**src/rtl/debounce_filter_pkg.sv**
```systemverilog
`default_nettype none
// ============================================================================
// Module  : debounce_pkg
// Brief   : Shared state encoding and width helper for the debounce filter.
// Revision: 1.0 - initial release
// ============================================================================
package debounce_pkg;

  typedef enum logic [1:0] {
    STABLE_LOW  = 2'd0,
    QUAL_HIGH   = 2'd1,
    STABLE_HIGH = 2'd2,
    QUAL_LOW    = 2'd3
  } deb_state_t;

  // Ceiling log2, usable in constant expressions for counter sizing.
  function automatic int clog2(input int value);
    int w;
    w = 0;
    while ((64'd1 << w) < 64'(value)) w++;
    return w;
  endfunction

endpackage
`default_nettype wire

```
**src/rtl/debounce_filter_sync_chain.sv**
```systemverilog
`default_nettype none
// ============================================================================
// Module  : sync_chain
// Brief   : N-flop shift-chain synchroniser for a single asynchronous bit.
// Revision: 1.0 - initial release
// ============================================================================
module sync_chain #(
  parameter int   N           = 2,
  parameter logic RESET_LEVEL = 1'b0
) (
  input  logic i_CLK,
  input  logic i_RST,
  input  logic i_DATA,
  output logic o_QOUT
);

  logic [N-1:0] r_chain;

  // No logic between stages so each flop gets a full cycle to resolve.
  always_ff @(posedge i_CLK) begin
    if (i_RST) begin
      r_chain <= {N{RESET_LEVEL}};
    end else begin
      r_chain <= {r_chain[N-2:0], i_DATA};
    end
  end

  assign o_QOUT = r_chain[N-1];

endmodule
`default_nettype wire

```
**src/rtl/debounce_filter.sv**
```systemverilog
`default_nettype none
// ============================================================================
// Module  : debounce_filter
// Brief   : Synchronises a raw input and accepts a new level only after it
//           has been stable for STABLE_CYCLES consecutive samples.
// Revision: 1.0 - initial release
// ============================================================================
module debounce_filter
  import debounce_pkg::*;
#(
  parameter int   SYNC_STAGES   = 2,
  parameter int   STABLE_CYCLES = 1000000,
  parameter logic RESET_LEVEL   = 1'b0
) (
  input  logic i_CLK,
  input  logic i_RST,
  input  logic i_DATA,
  output logic o_QOUT,
  output logic o_BUSY
);

  localparam int                 c_CNT_W = clog2(STABLE_CYCLES + 1);
  localparam logic [c_CNT_W-1:0] c_LAST  = c_CNT_W'(STABLE_CYCLES - 1);
  localparam logic [c_CNT_W-1:0] c_ONE   = c_CNT_W'(1);
  localparam logic [c_CNT_W-1:0] c_ZERO  = '0;

  logic               w_sync;
  deb_state_t         r_state;
  logic [c_CNT_W-1:0] r_cnt;
  logic               r_qout;
  logic               r_busy;

  sync_chain #(
    .N           (SYNC_STAGES),
    .RESET_LEVEL (RESET_LEVEL)
  ) u_sync (
    .i_CLK  (i_CLK),
    .i_RST  (i_RST),
    .i_DATA (i_DATA),
    .o_QOUT (w_sync)
  );

  // The first qualifying sample counts as 1, so STABLE_CYCLES=1 accepts at once.
  always_ff @(posedge i_CLK) begin
    if (i_RST) begin
      r_state <= RESET_LEVEL ? STABLE_HIGH : STABLE_LOW;
      r_cnt   <= c_ZERO;
      r_qout  <= RESET_LEVEL;
      r_busy  <= 1'b0;
    end else begin
      case (r_state)
        STABLE_LOW: begin
          if (w_sync) begin
            if (STABLE_CYCLES == 1) begin
              r_qout  <= 1'b1;
              r_state <= STABLE_HIGH;
            end else begin
              r_state <= QUAL_HIGH;
              r_cnt   <= c_ONE;
              r_busy  <= 1'b1;
            end
          end
        end
        QUAL_HIGH: begin
          if (!w_sync) begin
            r_cnt   <= c_ZERO;
            r_state <= STABLE_LOW;
            r_busy  <= 1'b0;
          end else if (r_cnt == c_LAST) begin
            r_qout  <= 1'b1;
            r_cnt   <= c_ZERO;
            r_state <= STABLE_HIGH;
            r_busy  <= 1'b0;
          end else begin
            r_cnt <= r_cnt + c_ONE;
          end
        end
        STABLE_HIGH: begin
          if (!w_sync) begin
            if (STABLE_CYCLES == 1) begin
              r_qout  <= 1'b0;
              r_state <= STABLE_LOW;
            end else begin
              r_state <= QUAL_LOW;
              r_cnt   <= c_ONE;
              r_busy  <= 1'b1;
            end
          end
        end
        QUAL_LOW: begin
          if (w_sync) begin
            r_cnt   <= c_ZERO;
            r_state <= STABLE_HIGH;
            r_busy  <= 1'b0;
          end else if (r_cnt == c_LAST) begin
            r_qout  <= 1'b0;
            r_cnt   <= c_ZERO;
            r_state <= STABLE_LOW;
            r_busy  <= 1'b0;
          end else begin
            r_cnt <= r_cnt + c_ONE;
          end
        end
        default: begin
          r_state <= STABLE_LOW;
          r_cnt   <= c_ZERO;
          r_qout  <= 1'b0;
          r_busy  <= 1'b0;
        end
      endcase
    end
  end

  assign o_QOUT = r_qout;
  assign o_BUSY = r_busy;

endmodule
`default_nettype wire
```
**config.mk**
```make
export PLATFORM = sky130hd
export DESIGN_NAME = debounce_filter
export DESIGN_NICKNAME = d
export VERILOG_FILES = /design/src/rtl/debounce_filter_pkg.sv /design/src/rtl/debounce_filter_sync_chain.sv /design/src/rtl/debounce_filter.sv
export SDC_FILE = /design/constraint.sdc
export NUM_CORES = 1
export LEC_CHECK = 0
export BUFFER_PORTS_ARGS = -buffer_cell sky130_fd_sc_hd__buf_2
export CORE_MARGIN = 2
export CORE_UTILIZATION = 60
export DETAILED_ROUTE_END_ITERATION = 8
export MAX_ROUTING_LAYER = met4
export PLACE_DENSITY = 0.78
export SLEW_MARGIN = 20
export SYNTH_ARGS = -nofsm -noshare
export SYNTH_HDL_FRONTEND = slang
export SYNTH_HIERARCHICAL = 1
export SYNTH_SLANG_ARGS = --single-unit
export TNS_END_PERCENT = 30
```
**constraint.sdc**
```tcl
create_clock -name i_CLK -period 4.6 [get_ports i_CLK]
set_input_delay 0.23 -clock i_CLK [delete_from_list [all_inputs] [get_ports i_CLK]]
set_output_delay 0.23 -clock i_CLK [all_outputs]
set_load 0.03 [all_outputs]
```
# Word level (Yosys, flattened, before mapping)
# Cells that the tools add are included.
# W data, S select, Z words.
[classes]
n_reduce_logical = 5
n_addsub = 1
eq_ne = 12
n_mux = 24
[op_table]
columns = ["cell", "n"]
rows = [
  ["$mux W20", 5],
  ["$pmux W20 S4", 1],
  ["$add A20 B1 Y20 const B", 1],
  ["$eq A20 B20 Y1 const B", 1],
  ["$mux W2", 6],
  ["$mux W1", 9],
  ["$ne A2 B2 Y1 const B", 4],
  ["$pmux W2 S4", 1],
  ["$reduce_and A5 Y1", 1],
  ["$eq A2 B2 Y1 const B", 2],
  ["$ne A2 B1 Y1 const B", 2],
  ["$pmux W1 S4", 1],
  ["$reduce_and A4 Y1", 1],
  ["$ne A3 B2 Y1 const B", 1],
  ["$ne A3 B3 Y1 const B", 1],
  ["$eq A2 B1 Y1 const B", 1],
  ["$logic_not A2 Y1", 1],
  ["$pmux W1 S2", 1],
  ["$reduce_and A2 Y1", 1],
  ["$reduce_bool A2 Y1", 1],
]
[totals]
out_inout_bits = 2
reg_bits = 26

# Longest topological paths before layout
# Gate-level depths: netlist of the first run.
[logic_depth]
depth_word = 4
depth_mapped = 8

# Cells and area by module
# Netlist of the first run, hierarchy kept.
[by_module_without_submodules]
columns = ["mod", "instances", "area_each_um2", "seq_area_each_um2", "cells_each"]
rows = [
  ["debounce_filter", 1, 1224.9, 480.5, 146],
  ["sync_chain", 1, 52.6, 40.0, 4],
]

# Worst setup path before layout of the first run
# OpenSTA, ideal clock, no wires.
[synth_path]
path_type = "flip-flop to flip-flop"
startpoint = "register r_cnt[0]"
endpoint = "register r_qout, in the netlist o_QOUT"
path_stages_with_launch = 8
arrival_ns = 1.552
setup_slack_ns = 2.978
setup_ns = 0.070
path_buffers = 1
required_ns = 4.530
cell_sequence = "dfxtp_1 -> ha_1 -> nand3_1 -> nor2_1 -> buf_2 -> a41oi_1 -> or2_2 -> a21oi_1"
[synth_between]
elab_chain_len = 3
elab_cells_between_ends = 4
cone_classes = "3 x eq/ne; 1 x reduce/logical"
[synth_rtl]
columns = ["item", "line", "rtl"]
rows = [
  ["from (decl)", "debounce_filter.sv:29", "logic [c_CNT_W-1:0] r_cnt;"],
  ["from (signal assigned)", "debounce_filter.sv:47", "r_cnt <= c_ZERO;"],
  ["from (signal assigned)", "debounce_filter.sv:59", "r_cnt <= c_ONE;"],
  ["from (signal assigned)", "debounce_filter.sv:66", "r_cnt <= c_ZERO;"],
  ["$eq A20 B20 Y1 (*)", "debounce_filter.sv:69, debounce_filter.sv:95", ""],
  ["$ne A2 B2 Y1 (no line)", "n/a", ""],
  ["$reduce_and A5 Y1 (no line) (*)", "n/a", ""],
  ["to (signal assigned)", "debounce_filter.sv:70", "r_qout <= 1'b1;"],
  ["to (signal assigned)", "debounce_filter.sv:81", "r_qout <= 1'b0;"],
  ["to (signal assigned)", "debounce_filter.sv:96", "r_qout <= 1'b0;"],
  ["to (decl)", "debounce_filter.sv:30", "logic r_qout;"],
]
# Mark *: on every way between the ends. The rest lies on a longest branch, timed or not.
# A chain may end at the register's enable or synchronous reset.

# Worst setup path in the final report of the first run
[layout_path]
startpoint = "register r_cnt[0]"
endpoint = "register r_cnt[11]"
[layout_between]
elab_chain_len = 4
elab_cells_between_ends = 6
cone_classes = "1 x add/sub; 1 x eq/ne; 4 x mux"
[layout_rtl]
columns = ["item", "line", "rtl"]
rows = [
  ["$add A20 B1 Y20 / $eq A20 B20 Y1 (equally long branches)", "n/a", ""],
  ["$mux W20 (*)", "debounce_filter.sv:69, debounce_filter.sv:95", ""],
  ["$mux W20 (on tied branches)", "debounce_filter.sv:91, debounce_filter.sv:65", ""],
  ["$pmux W20 S4 (*)", "debounce_filter.sv:51", "case (r_state)"],
]
# Marked as above.

==> flow_metrics.tcl, run 1 <==
set metrics [dict create \
    drtAntennaViolNets 0 \
    routed_wl_microns 2330 \
    dp_cells 174 \
    fin_crit_sh_pct 50.9 \
    syn2layout_area_growth_pct 4.60 \
    cts.htree.levels 1 \
    ff_latch_area_sq_um 520 \
    slew_viol_final 0 \
    grt_pass1_vias 924 \
    mostFrequentLayoutCell "dfxtp_1" \
    ys_async_sr_fraction_pct 0 \
    synth_area_sq_mm 0.00128 \
    startpoint_type "flop" \
    synth_fa_ha_area_share_pct 0.979 \
    clock_path_buffers 2 \
    maxCapViolations 0 \
    grt_usage_pct 20.5 \
    cts.sinks 26 \
    synth_sequential_area_ratio_pct 40.7 \
    grt_pass1_wl_microns 3970 \
    final_nets 156 \
    critical_path_class "flop to flop" \
    overflow 0 \
    tightestPinTransition_ps 768 \
    synth.area.mux_share_pct 3.13 \
    synth_seq_cells 26 \
    cts_buffers 3 \
    cts_setup_buffers 0 \
    cp.required_ps 4820 \
    final_cells 178 \
    ios 5 \
    antenna-diode-count 0 \
    synth_top_family_by_area "simple AND/OR/NAND/NOR gates" \
    syn_area_per_cell_sq_um 8.52 \
    r2r-start "r_cnt[0]" \
    arrival_ps 2560 \
    status "completed" \
    worstHoldStart "i_DATA" \
    syn_nets 154 \
    power_density_mw_per_mm2 272 \
    synth_edf_count 0 \
    place.gp.congestion 0.821 \
    synth_ff_type "dfxtp_1" \
    rrSetupSlack_ps 2260 \
    final_cell_mix "26 x dfxtp_1, 15 x nand2_1, 13 x a31oi_1" \
    ctsHoldBuffers 0 \
    rsz0062_at_grt "false" \
    fin_area_sq_mm 0.00134 \
    vias_per_cell 6.31 \
    synth_xor_area_share_pct 3.33 \
    multi_input_area_sq_um 722 \
    start_util_pct 64.5 \
    yosysWarnings 6 \
    post_cts_resized 0 \
    clock.fmax_ghz 0.427 \
    ys_types 39 \
    hpwl_microns 1650 \
    core_area_sq_mm 0.00198 \
    drc 0 \
    setup_viol 0 \
    finalHoldViolCount 0 \
    nFillCells 166 \
    die_w_microns 50.1 \
    vias 1124 \
    dr.first_iter.drc_count 17 \
    dpl_cell_area_sq_mm 0.00129 \
    clk_pin_slew_worst_paths_ps 130 \
    ir_worst_vdd_mv 0.215 \
    cts_tree "yes" \
    cp_max_fo 31 \
    clock_latency_ps 310 \
    synth_compound_area_share_pct 19.5 \
    clockRootBuffer "clkbuf_4" \
    io_buffers 4 \
    startpoint "r_cnt[0]" \
    relSlewSlack_pct 48.6 \
    end_kind "flop" \
    grt_max_degree 32 \
    die_h_microns 50.1 \
    dieArea_sq_mm 0.00251 \
    whs_ps 114 \
    fin_crit_ps 2340 \
    dr.pass1.iters 5 \
    hold_class "input pin to flop" \
    rows 16 \
    tns_ps 0 \
    wl_per_cell_microns 13.1 \
    power.leakage_nw 0.475 \
    final.setup_skew_ps 3.39 \
    synthCells 150 \
    synthSimpleGateAreaFrac_pct 28.6 \
    drive_gt1_share_pct 8.61 \
    antenna_found_initial 0 \
]
where the power goes:
part,internal (mW),total [mW],switching (mW)
registers,0.228,0.231,0.00268
logic,0.00715,0.0195,0.0124
clock network,0.0484,0.113,0.0648
sequential cells by signal, indices dropped and copies added (netlist names), named ones only:
register        count
o_BUSY              1
o_QOUT              1
r_cnt              20
r_state             1
u_sync/r_chain      2
cell usage after synthesis, drive strengths merged, types with 2 or more instances:
| cell type | number | area, sq um |
|---|---|---|
| and3 | 4 | 25.0 |
| mux2i | 4 | 40.0 |
| nor4 | 2 | 12.5 |
| buf | 5 | 36.3 |
| a41oi | 3 | 26.3 |
| and4 | 2 | 17.5 |
| nand2b | 2 | 12.5 |
| o21ai | 6 | 30.0 |
| a22o | 4 | 35.0 |
| nand2 | 15 | 56.3 |
| nor2b | 2 | 12.5 |
| nand3b | 3 | 26.3 |
| nor2 | 11 | 41.3 |
| clkbuf | 2 | 7.51 |
| dfxtp | 26 | 521 |
| nand4 | 7 | 43.8 |
| nand3 | 10 | 50.1 |
| nor3 | 3 | 15.0 |
| xor2 | 2 | 25.0 |
| xnor2 | 2 | 17.5 |
| a31oi | 13 | 81.3 |
| a21oi | 10 | 53.8 |
| and3b | 2 | 17.5 |
kinds of logic (layout without fill, tap and decap cells):
logic type | count (synthesis) | after routing
AOI/OAI and AO/OA | 39 | 39
xor gates and xnor gates | 4 | 4
adders and majority gates | 1 | 1
buffers and inverters | 8 | 9
DFF | 26 | 26
muxes | 4 | 4
and+or+nand+nor | 68 | 68
worst max-delay path, stage by stage, from the launching register on:
cell     delay, ps
dfxtp_1        440
ha_1           210
nand3_1        140
nor2_1         630
a21oi_4        350
a21o_1         250
a22o_1         220
area by class of cell:
type | count | area share, %
clock buffers | 4 | 2.72
inverters | 1 | 0.281
multi-input cells | 116 | 54.0
flip-flops and latches | 26 | 39.0
well taps | 27 | 2.53
repair buffers | 4 | 1.50
metal layers:
| layer | vias up | part of all wire [%] | global-route usage [%] |
|---|---|---|---|
| li1 | 562 | - | - |
| met5 | - | 0 | - |
| met2 | 29 | 46 | 29.6 |
| met4 | 0 | 0.99 | 6.48 |
| met1 | 527 | 49 | 28.4 |
| met3 | 6 | 4.5 | 4.76 |
path summary, 6_finish.rpt:
kind,to,cells after the start
min reg2reg,u_sync/r_chain[1],1
min,u_sync/r_chain[0],2
max,r_cnt[11],6
max reg2reg,r_cnt[11],6
metrics by stage:
stage	utilization, %	power (mW)	worst slack, ps
after global routing	67.4	0.377	2020
final	67.4	0.363	2260
after CTS	66.8	0.366	2190
after floorplan	-	0.250	2980
after global placement	65.0	0.255	2310
after detailed placement	65.0	0.255	2220
Power figures use the tool's default switching activity.
==> run 2: changes to the inputs <==
- CORE_UTILIZATION: 60 -> 53
- PLACE_DENSITY: 0.78 -> 0.73
- clock period: 4.6 -> 2 ns (I/O delays scaled with it)
==> run 2 against run 1 <==
Critical path depth rose by 1. Clock power grew 130%. Combinational power grew to 2.7 times the previous value. Die area up 12%. Largest cell class unchanged. Power is 130% higher. Wire length rose by 19%. Clock-buffer cell count is the same. Critical path type unchanged. Core utilization shrank 1.6 points. Sequential share of layout area down 3.9 points. First-iteration DRC count rose by 65%. Via count up 6.0%. Worst hold slack worse by 54 ps.
==> flow_metrics.tcl, run 2 (synthesized netlist as in run 1, its figures left out) <==
set metrics [dict create \
    status "completed" \
    hpwl_microns 1960 \
    relSlewSlack_pct 38.5 \
    ios 5 \
    cts_buffers 3 \
    die_h_microns 53.1 \
    fin_util_pct 65.9 \
    intPower_mw 0.658 \
    vias 1192 \
    clockRootBuffer "clkbuf_4" \
    tns_ps 0 \
    clock_path_buffers 2 \
    vias_per_cell 5.99 \
    start_util_pct 56.7 \
    cp_max_fo 11 \
    end_kind "flop" \
    place.gp.congestion 0.817 \
    cts_tree "yes" \
    rows 17 \
    dr.first_iter.drc_count 28 \
    final_cell_mix "26 x dfxtp_1, 19 x buf_4, 15 x nand2_1" \
    power.leakage_nw 0.579 \
    grt_usage_pct 22.1 \
    final.setup_skew_ps 1.33 \
    clock.fmax_ghz 0.539 \
    syn2layout_area_growth_pct 16.3 \
    cp.required_ps 2260 \
    p_sw_mw 0.188 \
    routed_wl_microns 2770 \
    sw_frac_of_total_pct 22.2 \
    clk_pin_slew_worst_paths_ps 130 \
    final_nets 176 \
    overflow 0 \
    fin_crit_sh_pct 92.7 \
    antenna_found_initial 0 \
    rsz0062_at_grt "false" \
    largest_reg_flops 20 \
    drtAntennaViolNets 0 \
    dr.pass1.iters 4 \
    grt_max_degree 21 \
    cts.htree.levels 1 \
    critical_path_class "flop to flop" \
    fin_crit_ps 1850 \
    ir_worst_vdd_mv 0.387 \
    wl_per_cell_microns 13.9 \
    mostFrequentLayoutCell "dfxtp_1" \
    arrival_ps 2120 \
    seq_power_share_pct 62.7 \
    power_density_mw_per_mm2 569 \
    p_comb_share_pct 6.3 \
    slew_viol_final 0 \
    dieArea_sq_mm 0.00282 \
    finalHoldViolCount 0 \
    hold_class "input pin to flop" \
    grt_pass1_vias 1051 \
    core_area_sq_mm 0.00225 \
    grt_pass1_wl_microns 4530 \
    power_frac_clock_pct 31.0 \
    tightestPinTransition_ps 916 \
    rrSetupSlack_ps 150 \
    antenna-diode-count 0 \
    io_buffers 4 \
    cts_setup_buffers 0 \
    maxCapViolations 0 \
    clock_latency_ps 320 \
    setup_viol 0 \
    regMostFlops "r_cnt" \
    biggestRegsByFlops "r_cnt (20), u_sync/r_chain (2)" \
    drc 0 \
    die_w_microns 53.1 \
    drive_gt1_share_pct 18.1 \
    cts.sinks 26 \
    startpoint_type "flop" \
]
run 2: worst paths after layout:
| path | from | to | depth (start not counted) |
|---|---|---|---|
| setup reg to reg | r_cnt[1] | o_QOUT | 7 |
| hold reg to reg | u_sync/r_chain[0] | u_sync/r_chain[1] | 1 |
| hold / removal | i_RST | u_sync/r_chain[0] | 2 |
| setup / recovery | r_cnt[1] | o_QOUT | 7 |
run 2: power by group through the flow:
stage                     sequential, mW  clock [mW]  combinational (mW)
after floorplan                    0.547           0              0.0288
after global placement             0.541           0              0.0497
after detailed placement           0.542           0              0.0510
after CTS                          0.530       0.274              0.0526
after global routing               0.531       0.287              0.0585
final                              0.530       0.262              0.0532
run 2: final cells by class:
class	count	area (sq um)
Clock buffer	4	36.3
Fill cell	209	769
Inverter	1	3.75
Multi-Input combinational cell	116	717
Sequential cell	26	520
Tap cell	28	35.0
Timing Repair Buffer	24	173
run 2: metal layers:
metal,part of all wire [%],wire length (microns),vias to the layer above,track usage [%]
li1,-,-,607,-
met1,49,1360,559,28.4
met2,47,1320,22,36.7
met3,2.4,67,4,2.54
met4,0.87,24,0,6.41
met5,0,0,-,-
run 2: through the flow:
stage | cell area [sq um] | hold WS [ps] | worst slack (ps) | total power, mW | instances
after detailed placement | 1430 | 325 | 60.9 | 0.593 | 194
after floorplan | 1280 | 172 | 378 | 0.576 | 150
final | 1490 | 60.7 | 146 | 0.846 | 199
after CTS | 1480 | 51.4 | 25.4 | 0.857 | 199
after global routing | 1490 | 79.0 | 12.9 | 0.876 | 199
after global placement | 1430 | 314 | 117 | 0.591 | 194
run 2: timing repair:
action	CTS	global route
gates resized for setup	0	1
endpoints found under the setup margin	0	7
hold endpoints to repair	1	0
hold buffers	1	0
run 2: critical path, stage by stage (launching register included):
cell and delay, ps:
dfxtp_1 410, ha_1 200, nand3_1 100, nor2_1 280, buf_4 240, a41oi_1 130
or2_2 300, a21oi_1 130
==> run 3: changes to the inputs <==
- CELL_PAD_IN_SITES_DETAIL_PLACEMENT: not set -> 1
- CELL_PAD_IN_SITES_GLOBAL_PLACEMENT: not set -> 2
- CORE_UTILIZATION: 53 -> 33
- PLACE_DENSITY: 0.73 -> not set
- PLACE_DENSITY_LB_ADDON: not set -> 0.1
==> run 3 against run 2 <==
Via count shrank 2.9%. Worst hold slack worse by 33 ps. Flip-flop and latch count is the same. First-iteration DRC count increased by 89%. Wire length rose by 14%. Clock-buffer cell count stayed put. Clock power up 33%. Combinational power fell by 7.0%. Critical path type unchanged. Highest routed layer unchanged.
==> flow_metrics.tcl, run 3 (synthesized netlist as in run 1, its figures left out) <==
set metrics [dict create \
    final_cells 209 \
    power_density_mw_per_mm2 637 \
    dp_cells 205 \
    rsz0062_at_grt "true" \
    dr.pass1.iters 4 \
    grt_pass1_vias 1192 \
    regMostFlops "r_cnt" \
    antenna-diode-count 0 \
    place.gp.congestion 0.728 \
    grt_util_met2_pct 25.5 \
    antenna_found_initial 0 \
    tightestPinTransition_ps 790 \
    slew_viol_final 0 \
    cts_buffers 3 \
    critPathBufInv 1 \
    status "completed" \
    p_sw_mw 0.208 \
    clk_pin_slew_worst_paths_ps 90 \
    ctsHoldBuffers 0 \
    met1_usage_pct 23.3 \
    dr.first_iter.drc_count 53 \
    ios 5 \
    critical_path_class "flop to flop" \
    core_area_sq_mm 0.00369 \
    dpl_cell_area_sq_mm 0.00140 \
    relSlewSlack_pct 46.9 \
    max_stage_delay_ps 440 \
    fin_crit_sh_pct 92.2 \
    overflow 0 \
    met3_usage_pct 2.56 \
    grt_max_degree 18 \
    slowest_stage "a21oi_2" \
    fin_crit_ps 1840 \
    intPower_mw 0.719 \
    clock_path_buffers 2 \
    finalWorstSetupSlack_ps 155 \
    critPathTopFamily "compound AO/OA/AOI/OAI gates" \
    clock.fmax_ghz 0.542 \
    tns_ps 0 \
    clockRootBuffer "clkbuf_8" \
    end_kind "flop" \
    die_h_microns 66.2 \
    arrival_ps 2050 \
    drtAntennaViolNets 0 \
    final.setup_skew_ps 5.98 \
    pre_cts_slack_ps 189 \
    power_frac_clock_pct 37.5 \
    nFillCells 461 \
    syn2layout_area_growth_pct 14.0 \
    final_nets 166 \
    maxCapViolations 0 \
    sw_frac_of_total_pct 22.4 \
    drc 0 \
    top_usage_layer "met2" \
    io_buffers 4 \
    hpwl_microns 2350 \
    cts.sinks 26 \
    cp.required_ps 2210 \
    die_w_microns 66.2 \
    p_comb_share_pct 5.3 \
    grt_usage_pct 17.1 \
    biggestRegsByFlops "r_cnt (20), u_sync/r_chain (2)" \
    startpoint_type "flop" \
    wl_per_cell_microns 15.1 \
    seq_power_share_pct 57.2 \
    hold_class "input pin to flop" \
    cp_max_fo 10 \
    cts.htree.levels 1 \
    dieArea_sq_mm 0.00439 \
    grt_pass1_wl_microns 5660 \
    fin_util_pct 39.5 \
    start_util_pct 34.6 \
    cts_tree "yes" \
    fin_area_sq_mm 0.00146 \
    power.leakage_nw 0.537 \
    path_cells "ha_1 > nand3_1 > nor2_1 > a21oi_2 > buf_4 > o21ai_0 > a31oi_1" \
    clock_latency_ps 270 \
    largest_reg_flops 20 \
    drive_gt1_share_pct 13.7 \
    final_cell_mix "26 x dfxtp_1, 15 x nand2_1, 13 x a31oi_1" \
    vias_per_cell 5.54 \
    ir_worst_vdd_mv 0.270 \
    finalHoldViolCount 0 \
    routed_wl_microns 3150 \
    vias 1158 \
    rows 22 \
    mostFrequentLayoutCell "dfxtp_1" \
    setup_viol 0 \
]
run 3: cell count changes in the layout (fill, tap and decap cells not counted):
| cell | change |
|---|---|
| dlygate4sd3_1 | -1 |
| buf_12 | +1 |
| clkbuf_4 | -3 |
| a21oi_4 | -1 |
| buf_4 | -10 |
| a21oi_2 | +1 |
| clkbuf_8 | +3 |
run 3: layer usage:
| layer | up-vias | routed length (microns) |
|---|---|---|
| met2 | 10 | 1440 |
| met4 | 0 | 48 |
| li1 | 588 | - |
| met5 | - | 0 |
| met3 | 5 | 63 |
| met1 | 555 | 1600 |
run 3: per-stage QoR:
| step | hold slack, ps | power, mW |
|---|---|---|
| floorplan | 172 | 0.576 |
| detailed placement | 317 | 0.593 |
| CTS | 22.4 | 0.947 |
| global placement | 319 | 0.593 |
| global route | 30.8 | 0.972 |
| finish | 27.3 | 0.928 |
run 3: timing repair:
item,in CTS,in global routing
hold endpoints to repair,0,0
setup buffers,0,0
resized for setup,0,0
endpoints found under the setup margin,0,1
run 3: worst register-to-register path: stages, from the launching register on:
cell	delay, ps
dfxtp_1	370
ha_1	240
nand3_1	150
nor2_1	90
a21oi_2	440
buf_4	230
o21ai_0	80
a31oi_1	160
run 3: layout make-up:
type | count | area [sq um] | share of cell area, %
multi-input combinational | 116 | 709 | 48.7
sequential | 26 | 520 | 35.7
timing repair buffer | 14 | 108 | 7.39
tap | 48 | 60.1 | 4.12
clock buffer | 4 | 55.1 | 3.78
inverter | 1 | 3.75 | 0.258
run 3: power groups by stage:
| stage | logic, mW | clock network [mW] | registers, mW |
|---|---|---|---|
| after global routing | 0.0554 | 0.384 | 0.533 |
| after global placement | 0.0499 | 0 | 0.543 |
| after CTS | 0.0506 | 0.366 | 0.531 |
| after detailed placement | 0.0505 | 0 | 0.543 |
| final | 0.0495 | 0.348 | 0.531 |
| after floorplan | 0.0288 | 0 | 0.547 |
run 3: final timing paths:
path / from / end / slack [ps] / depth (start not counted)
max: r_cnt[0] / r_cnt[5] / 160 / 7
min: i_DATA / u_sync/r_chain[0] / 30 / 2
max reg2reg: r_cnt[0] / r_cnt[5] / 160 / 7
min reg2reg: u_sync/r_chain[0] / u_sync/r_chain[1] / 460 / 1
